`config.mk`:
```
export PLATFORM = sky130hd
export DESIGN_NAME = cim_tile_sequencer
export DESIGN_NICKNAME = d
export VERILOG_FILES = /design/src/rtl/cim_tile_sequencer.sv
export SDC_FILE = /design/constraint.sdc
export NUM_CORES = 1
export LEC_CHECK = 0
export ABC_AREA = 0
export CAP_MARGIN = 20
export CORE_MARGIN = 2
export CORE_UTILIZATION = 50
export CTS_CLUSTER_SIZE = 20
export DETAILED_ROUTE_END_ITERATION = 16
export PLACE_DENSITY = 0.81
export SYNTH_ARGS = -nofsm -noshare
export SYNTH_HDL_FRONTEND = slang
export SYNTH_SLANG_ARGS = --single-unit
```
`constraint.sdc`:
```
create_clock -name clk -period 2.9 [get_ports clk]
set_input_delay 0.58 -clock clk [delete_from_list [all_inputs] [get_ports clk]]
set_output_delay 0.58 -clock clk [all_outputs]
set_load 0.1 [all_outputs]
```
`src/rtl/cim_tile_sequencer.sv`:
```
// -----------------------------------------------------------------------------
// cim_tile_sequencer
//
// Job-level controller for the 36-lane CIM macro. It accepts a job of
// job_tiles+1 tiles. For each tile it fetches the operands from the operand
// buffer (LOAD), then runs the macro with DataValid held high until CIM_done
// arrives or the run times out (RUN). Between two tiles it inserts a single
// idle cycle (GAP) so the macro can re-arm. In INT mode the 22-bit per-tile
// results are sign-extended and summed into an ACC_W-bit partial sum. In FP
// mode the result is the FP word of the last completed tile. The result is
// returned over a valid/ready handshake (OUT).
//
// Handshakes (both use strict valid/ready semantics):
//   job: a transfer happens on a rising edge where job_valid && job_ready.
//        job_ready is high only in IDLE. A request seen while busy is
//        dropped, not queued. job_valid may be raised with no condition.
//   res: a transfer happens on a rising edge where res_valid && res_ready.
//        res_valid and all res_* fields hold steady until that edge.
//
// Ports:
//   clk, RSTN          clock (rising edge), asynchronous active-low reset
//   job_valid/ready    job request handshake
//   job_tiles          number of tiles minus 1
//   job_infp           0 = INT, 1 = FP
//   job_base_addr      buffer address of tile 0
//   mem_rd_en          one-cycle operand fetch strobe (first LOAD cycle)
//   mem_rd_addr        job_base_addr + tile index, wraps modulo 2^ADDR_W
//   cim_datavalid      DataValid to the macro (high in RUN)
//   cim_infp           InFp to the macro, latched job mode during the job
//   cim_done           CIM_done from the macro (sampled in RUN only)
//   cim_int_in         signed 22-bit FinalOut_INT
//   cim_fp_in          {FP3,FP2,FP1,FP0}
//   res_valid/ready    result handshake
//   res_int            signed accumulated INT sum (0 in FP mode)
//   res_fp             FP word of the last completed tile (0 in INT mode)
//   res_err            job aborted on a run timeout
//   busy               controller is not idle
//   state_dbg          current FSM state, for debug and checkers
// -----------------------------------------------------------------------------
module cim_tile_sequencer #(
    parameter int TILE_W   = 4,
    parameter int ADDR_W   = 10,
    parameter int LOAD_LAT = 2,
    parameter int TIMEOUT  = 64,
    parameter int ACC_W    = 32
) (
    input  logic              clk,
    input  logic              RSTN,
    input  logic              job_valid,
    output logic              job_ready,
    input  logic [TILE_W-1:0] job_tiles,
    input  logic              job_infp,
    input  logic [ADDR_W-1:0] job_base_addr,
    output logic              mem_rd_en,
    output logic [ADDR_W-1:0] mem_rd_addr,
    output logic              cim_datavalid,
    output logic              cim_infp,
    input  logic              cim_done,
    input  logic [21:0]       cim_int_in,
    input  logic [31:0]       cim_fp_in,
    output logic              res_valid,
    input  logic              res_ready,
    output logic [ACC_W-1:0]  res_int,
    output logic [31:0]       res_fp,
    output logic              res_err,
    output logic              busy,
    output logic [2:0]        state_dbg
);

    localparam int INT_W = 22;
    localparam int LC_W  = $clog2(LOAD_LAT + 1);
    localparam int RC_W  = $clog2(TIMEOUT);
    localparam logic [LC_W-1:0] LOAD_LAST = LC_W'(LOAD_LAT - 1);
    localparam logic [RC_W-1:0] RUN_LAST  = RC_W'(TIMEOUT - 1);

    typedef enum logic [2:0] {
        S_IDLE = 3'd0,
        S_LOAD = 3'd1,
        S_RUN  = 3'd2,
        S_GAP  = 3'd3,
        S_OUT  = 3'd4
    } state_t;

    state_t state, state_nxt;

    logic [TILE_W-1:0] tiles_q;
    logic [TILE_W-1:0] tile_idx;
    logic [ADDR_W-1:0] base_q;
    logic              infp_q;
    logic [LC_W-1:0]   load_cnt;
    logic [RC_W-1:0]   run_cnt;
    logic [ACC_W-1:0]  acc;
    logic [31:0]       fp_q;
    logic              err_q;

    logic last_tile;
    logic run_timeout;

    assign last_tile   = (tile_idx == tiles_q);
    assign run_timeout = (run_cnt == RUN_LAST);

    // State register
    always_ff @(posedge clk or negedge RSTN) begin
        if (!RSTN) begin
            state <= S_IDLE;
        end else begin
            state <= state_nxt;
        end
    end

    // Next-state logic. A done in the timeout cycle is a normal completion.
    always_comb begin
        state_nxt = state;
        case (state)
            S_IDLE: if (job_valid) state_nxt = S_LOAD;
            S_LOAD: if (load_cnt == LOAD_LAST) state_nxt = S_RUN;
            S_RUN: begin
                if (cim_done) begin
                    state_nxt = last_tile ? S_OUT : S_GAP;
                end else if (run_timeout) begin
                    state_nxt = S_OUT;
                end
            end
            S_GAP:  state_nxt = S_LOAD;
            S_OUT:  if (res_ready) state_nxt = S_IDLE;
            default: state_nxt = S_IDLE;
        endcase
    end

    // Job fields, counters and result registers
    always_ff @(posedge clk or negedge RSTN) begin
        if (!RSTN) begin
            tiles_q  <= '0;
            tile_idx <= '0;
            base_q   <= '0;
            infp_q   <= 1'b0;
            load_cnt <= '0;
            run_cnt  <= '0;
            acc      <= '0;
            fp_q     <= '0;
            err_q    <= 1'b0;
        end else begin
            case (state)
                S_IDLE: begin
                    if (job_valid) begin
                        tiles_q  <= job_tiles;
                        infp_q   <= job_infp;
                        base_q   <= job_base_addr;
                        tile_idx <= '0;
                        acc      <= '0;
                        fp_q     <= '0;
                        err_q    <= 1'b0;
                        load_cnt <= '0;
                    end
                end
                S_LOAD: begin
                    load_cnt <= load_cnt + 1'b1;
                    run_cnt  <= '0;
                end
                S_RUN: begin
                    run_cnt <= run_cnt + 1'b1;
                    if (cim_done) begin
                        if (infp_q) begin
                            fp_q <= cim_fp_in;
                        end else begin
                            acc <= acc + {{(ACC_W-INT_W){cim_int_in[INT_W-1]}}, cim_int_in};
                        end
                        if (!last_tile) tile_idx <= tile_idx + 1'b1;
                    end else if (run_timeout) begin
                        err_q <= 1'b1;
                    end
                end
                S_GAP: begin
                    load_cnt <= '0;
                end
                default: begin
                end
            endcase
        end
    end

    // Outputs decoded from registered state and data only. The res_* fields
    // read as zero outside OUT so nothing stale leaks between jobs.
    assign job_ready     = (state == S_IDLE);
    assign busy          = (state != S_IDLE);
    assign mem_rd_en     = (state == S_LOAD) && (load_cnt == '0);
    assign mem_rd_addr   = base_q + ADDR_W'(tile_idx);
    assign cim_datavalid = (state == S_RUN);
    assign cim_infp      = infp_q && (state != S_IDLE);
    assign res_valid     = (state == S_OUT);
    assign res_int       = (state == S_OUT) ? acc : '0;
    assign res_fp        = (state == S_OUT) ? fp_q : '0;
    assign res_err       = (state == S_OUT) && err_q;
    assign state_dbg     = state;

endmodule

```
==> impl_metrics.py <==
metrics = {
    "layout": {
        "layout-drive-gt1-share": 0.2946,
        "antenna_cells": 0,
        "syn2layout_area_growth_pct": 60.97,
        "post-route-util": 0.8274,
        "finalNetCount": 1091,
        "final_area_um2": 9980,
    },
    "global_route": {
        "grt.busiest_layer": "met2",
        "gr-usage-met1": 0.3674,
        "antenna_found_initial": 0,
        "overflow": 0,
        "grt_use_total": 0.2995,
        "first_global_vias": 6625,
        "grt_pass1_wl_um": 31720,
        "gr-usage-met3": 0.07064,
        "grt_max_degree": 65,
        "use_met2": 0.5099,
    },
    "floorplanning": {
        "fp.dieArea_um2": 13310,
        "io_pins": 158,
        "die_h_um": 115.4,
        "start_util": 0.5140,
        "rows": 40,
        "die_w_um": 115.4,
        "coreArea_um2": 12060,
    },
    "setup_path": {
        "rr_endpoint": "acc[28]",
        "crit_cells": 9,
        "ff2ff_setup_slack_ps": 150,
        "cp.arrival_ps": 2280,
        "critPathLaunchType": "flop",
        "cp-startpoint": "base_q[0]",
        "r2r_cells": 11,
        "reg2reg_from": "acc[0]",
        "critPathSlowestCell": "dfrtp_1",
        "cp-end-kind": "output pin",
        "worstSetupPathType": "flop to output pin",
        "crit_end": "mem_rd_addr[8]",
        "crit_required_ps": 2320,
        "path_cells": "ha_4, inv_2, fa_2, nor2b_2, o21ai_1, nand2b_1, nand3_2, xnor2_4, buf_12",
        "cp_slowest_stage_delay_ps": 390,
        "critPathTopFamily": "adder cells",
        "cp_max_fo": 3,
        "critical_path_buf_inv_count": 2,
    },
    "timing": {
        "final-hold-violation-count": 0,
        "tns_ps": 0,
        "tightest_slew_ps": 654.9,
        "slew_headroom": 0.5634,
        "fmax_ghz": 0.3502,
        "fin_skew_ps": 6.825,
        "whs_ps": 246.3,
        "finalSetupViolations": 0,
        "period_minus_slack_ps": 2855,
        "rsz0062_at_grt": "yes",
        "period_share": 0.9846,
        "slew_viol_final": 0,
    },
    "flow_run": {
        "max-cap-violations": 0,
    },
    "place": {
        "port_buffers": 157,
        "place.gp.congestion": 0.9291,
        "hpwlAfterDp_um": 14290,
        "dpl_cell_area_um2": 9470,
    },
    "logic_synthesis": {
        "synth_top_area_frac": 0.3835,
        "ys_warn_count": 0,
        "synthDistinctLibCells": 53,
        "synth_ff_type": "dfrtp_1",
        "syn_nets": 862,
        "synthTopCellsByCount": "147 x nand2_1, 95 x dfrtp_1, 87 x o21ai_0",
        "synthTopCellsByArea": "dfrtp_1 38%, nand2_1 8.9%, ha_1 7.9%",
        "synth.most_common_cell": "nand2_1",
        "synth_area_um2": 6200,
        "avgSynthCellArea_um2": 8.299,
        "yosys.area.top_type": "dfrtp_1",
        "synth_seq_cells": 95,
        "async_flop_share": 1.000,
        "synthCells": 747,
        "yosysSeqAreaShare": 0.3835,
        "synth_enable_flop_cells": 0,
    },
    "status": {
        "outcome": "completed",
    },
    "drt": {
        "route.vias.total": 6405,
        "routedWlPerCell_um": 16.86,
        "drt_wl_total_um": 19370,
        "initialDrtViolationCount": 452,
        "ant_nets": 0,
        "drc": 0,
        "dr.pass1.iters": 6,
        "avgViaCountPerCell": 5.574,
    },
    "cts": {
        "cts-root-buf": "clkbuf_16",
        "cts_sinks": 95,
        "clk_latency_ps": 360,
        "clkTransAtPathRegs_ps": 70,
        "cts_made_buffers": 9,
        "h-tree-depth": 3,
        "cts_buffer_depth": 2,
        "tritoncts": "yes",
        "holdBufCountCts": 0,
    },
    "power": {
        "cellLeakagePower_nw": 4.534,
        "ir_worst_vdd_mv": 0.8353,
        "p_per_area_nw_per_um2": 870.7,
        "p_total_mw": 8.689,
    },
    "hold_path": {
        "hold_path_class": "primary input to asynchronous set/reset pin",
    },
}
cell usage in the layout, fill, tap and decap left out, types with 21 or more instances in the layout:
cell and count:
a21oi_1 24, ha_1 34, buf_12 78, clkdlybuf4s50_1 67, nor2_1 21, o21ai_0 82
nand2_1 147, nand3_1 43, and2_2 39, buf_4 108, and2_1 28, dfrtp_1 90
worst min path at each step:
stage                     endpoint  slack, ps  cells after the start
after global placement     fp_q[6]        450                      2
after floorplan             acc[0]        280                      0
final                       acc[9]        250                      1
after CTS                   acc[9]        270                      1
after detailed placement  fp_q[11]        460                      2
after global routing        acc[9]        280                      1
power breakdown:
part           total (mW)  internal (mW)  switching (mW)
Combinational        5.24           2.20            3.04
Sequential           2.22           1.77           0.441
Clock                1.23          0.693           0.540
Total                8.69           4.67            4.02
state kept, by name, summed over array words and instances, names as in the netlist:
register	cells
acc	32
tiles_q	4
tile_idx	4
fp_q	32
load_cnt	2
err_q	1
base_q	10
run_cnt	6
infp_q	1
state_dbg	3
final cells by class:
class / count / area [µm²]
multi-input cells: 591 / 3909
repair buffers: 258 / 3088
flip-flops and latches: 95 / 2391
fillers: 723 / 2082
clock buffers: 11 / 242.7
well taps: 168 / 210.2
inverters: 21 / 82.58
clock inverters: 5 / 56.30
cell families after synthesis:
logic type               after synthesis  share of synthesized area
AND/OR/NAND/NOR                      331                     0.2567
AO/OA/AOI/OAI                        180                     0.1816
flip-flops                            95                     0.3835
buffers and inverters                 61                    0.03754
adder cells (fa/ha/maj)               41                    0.08517
XOR/XNOR                              37                    0.05227
multiplexers                           2                   0.003229
routing by layer:
| metal | share of wire | vias to the layer above |
|---|---|---|
| met4 | 0.031 | 0 |
| met1 | 0.41 | 3125 |
| li1 | - | 3044 |
| met3 | 0.049 | 46 |
| met2 | 0.51 | 190 |
| met5 | 0 | - |
metrics by stage:
stage	setup slack, ps	cells
4_1_cts	9.423	1145
2_1_floorplan	-256.8	747
3_5_place_dp	-603.8	1122
3_3_place_gp	-442.3	1122
5_1_grt	-27.59	1149
6_report	44.61	1149
repair_timing:
item                       4_1_cts  5_1_grt
pin swaps                       10        9
hold endpoints to repair         0        0
buffers inserted                 7        4
gates cloned                     0        0
setup endpoints to repair       18       15
resized for setup               25       15
No activity file was read; power rests on OpenSTA's default activity.
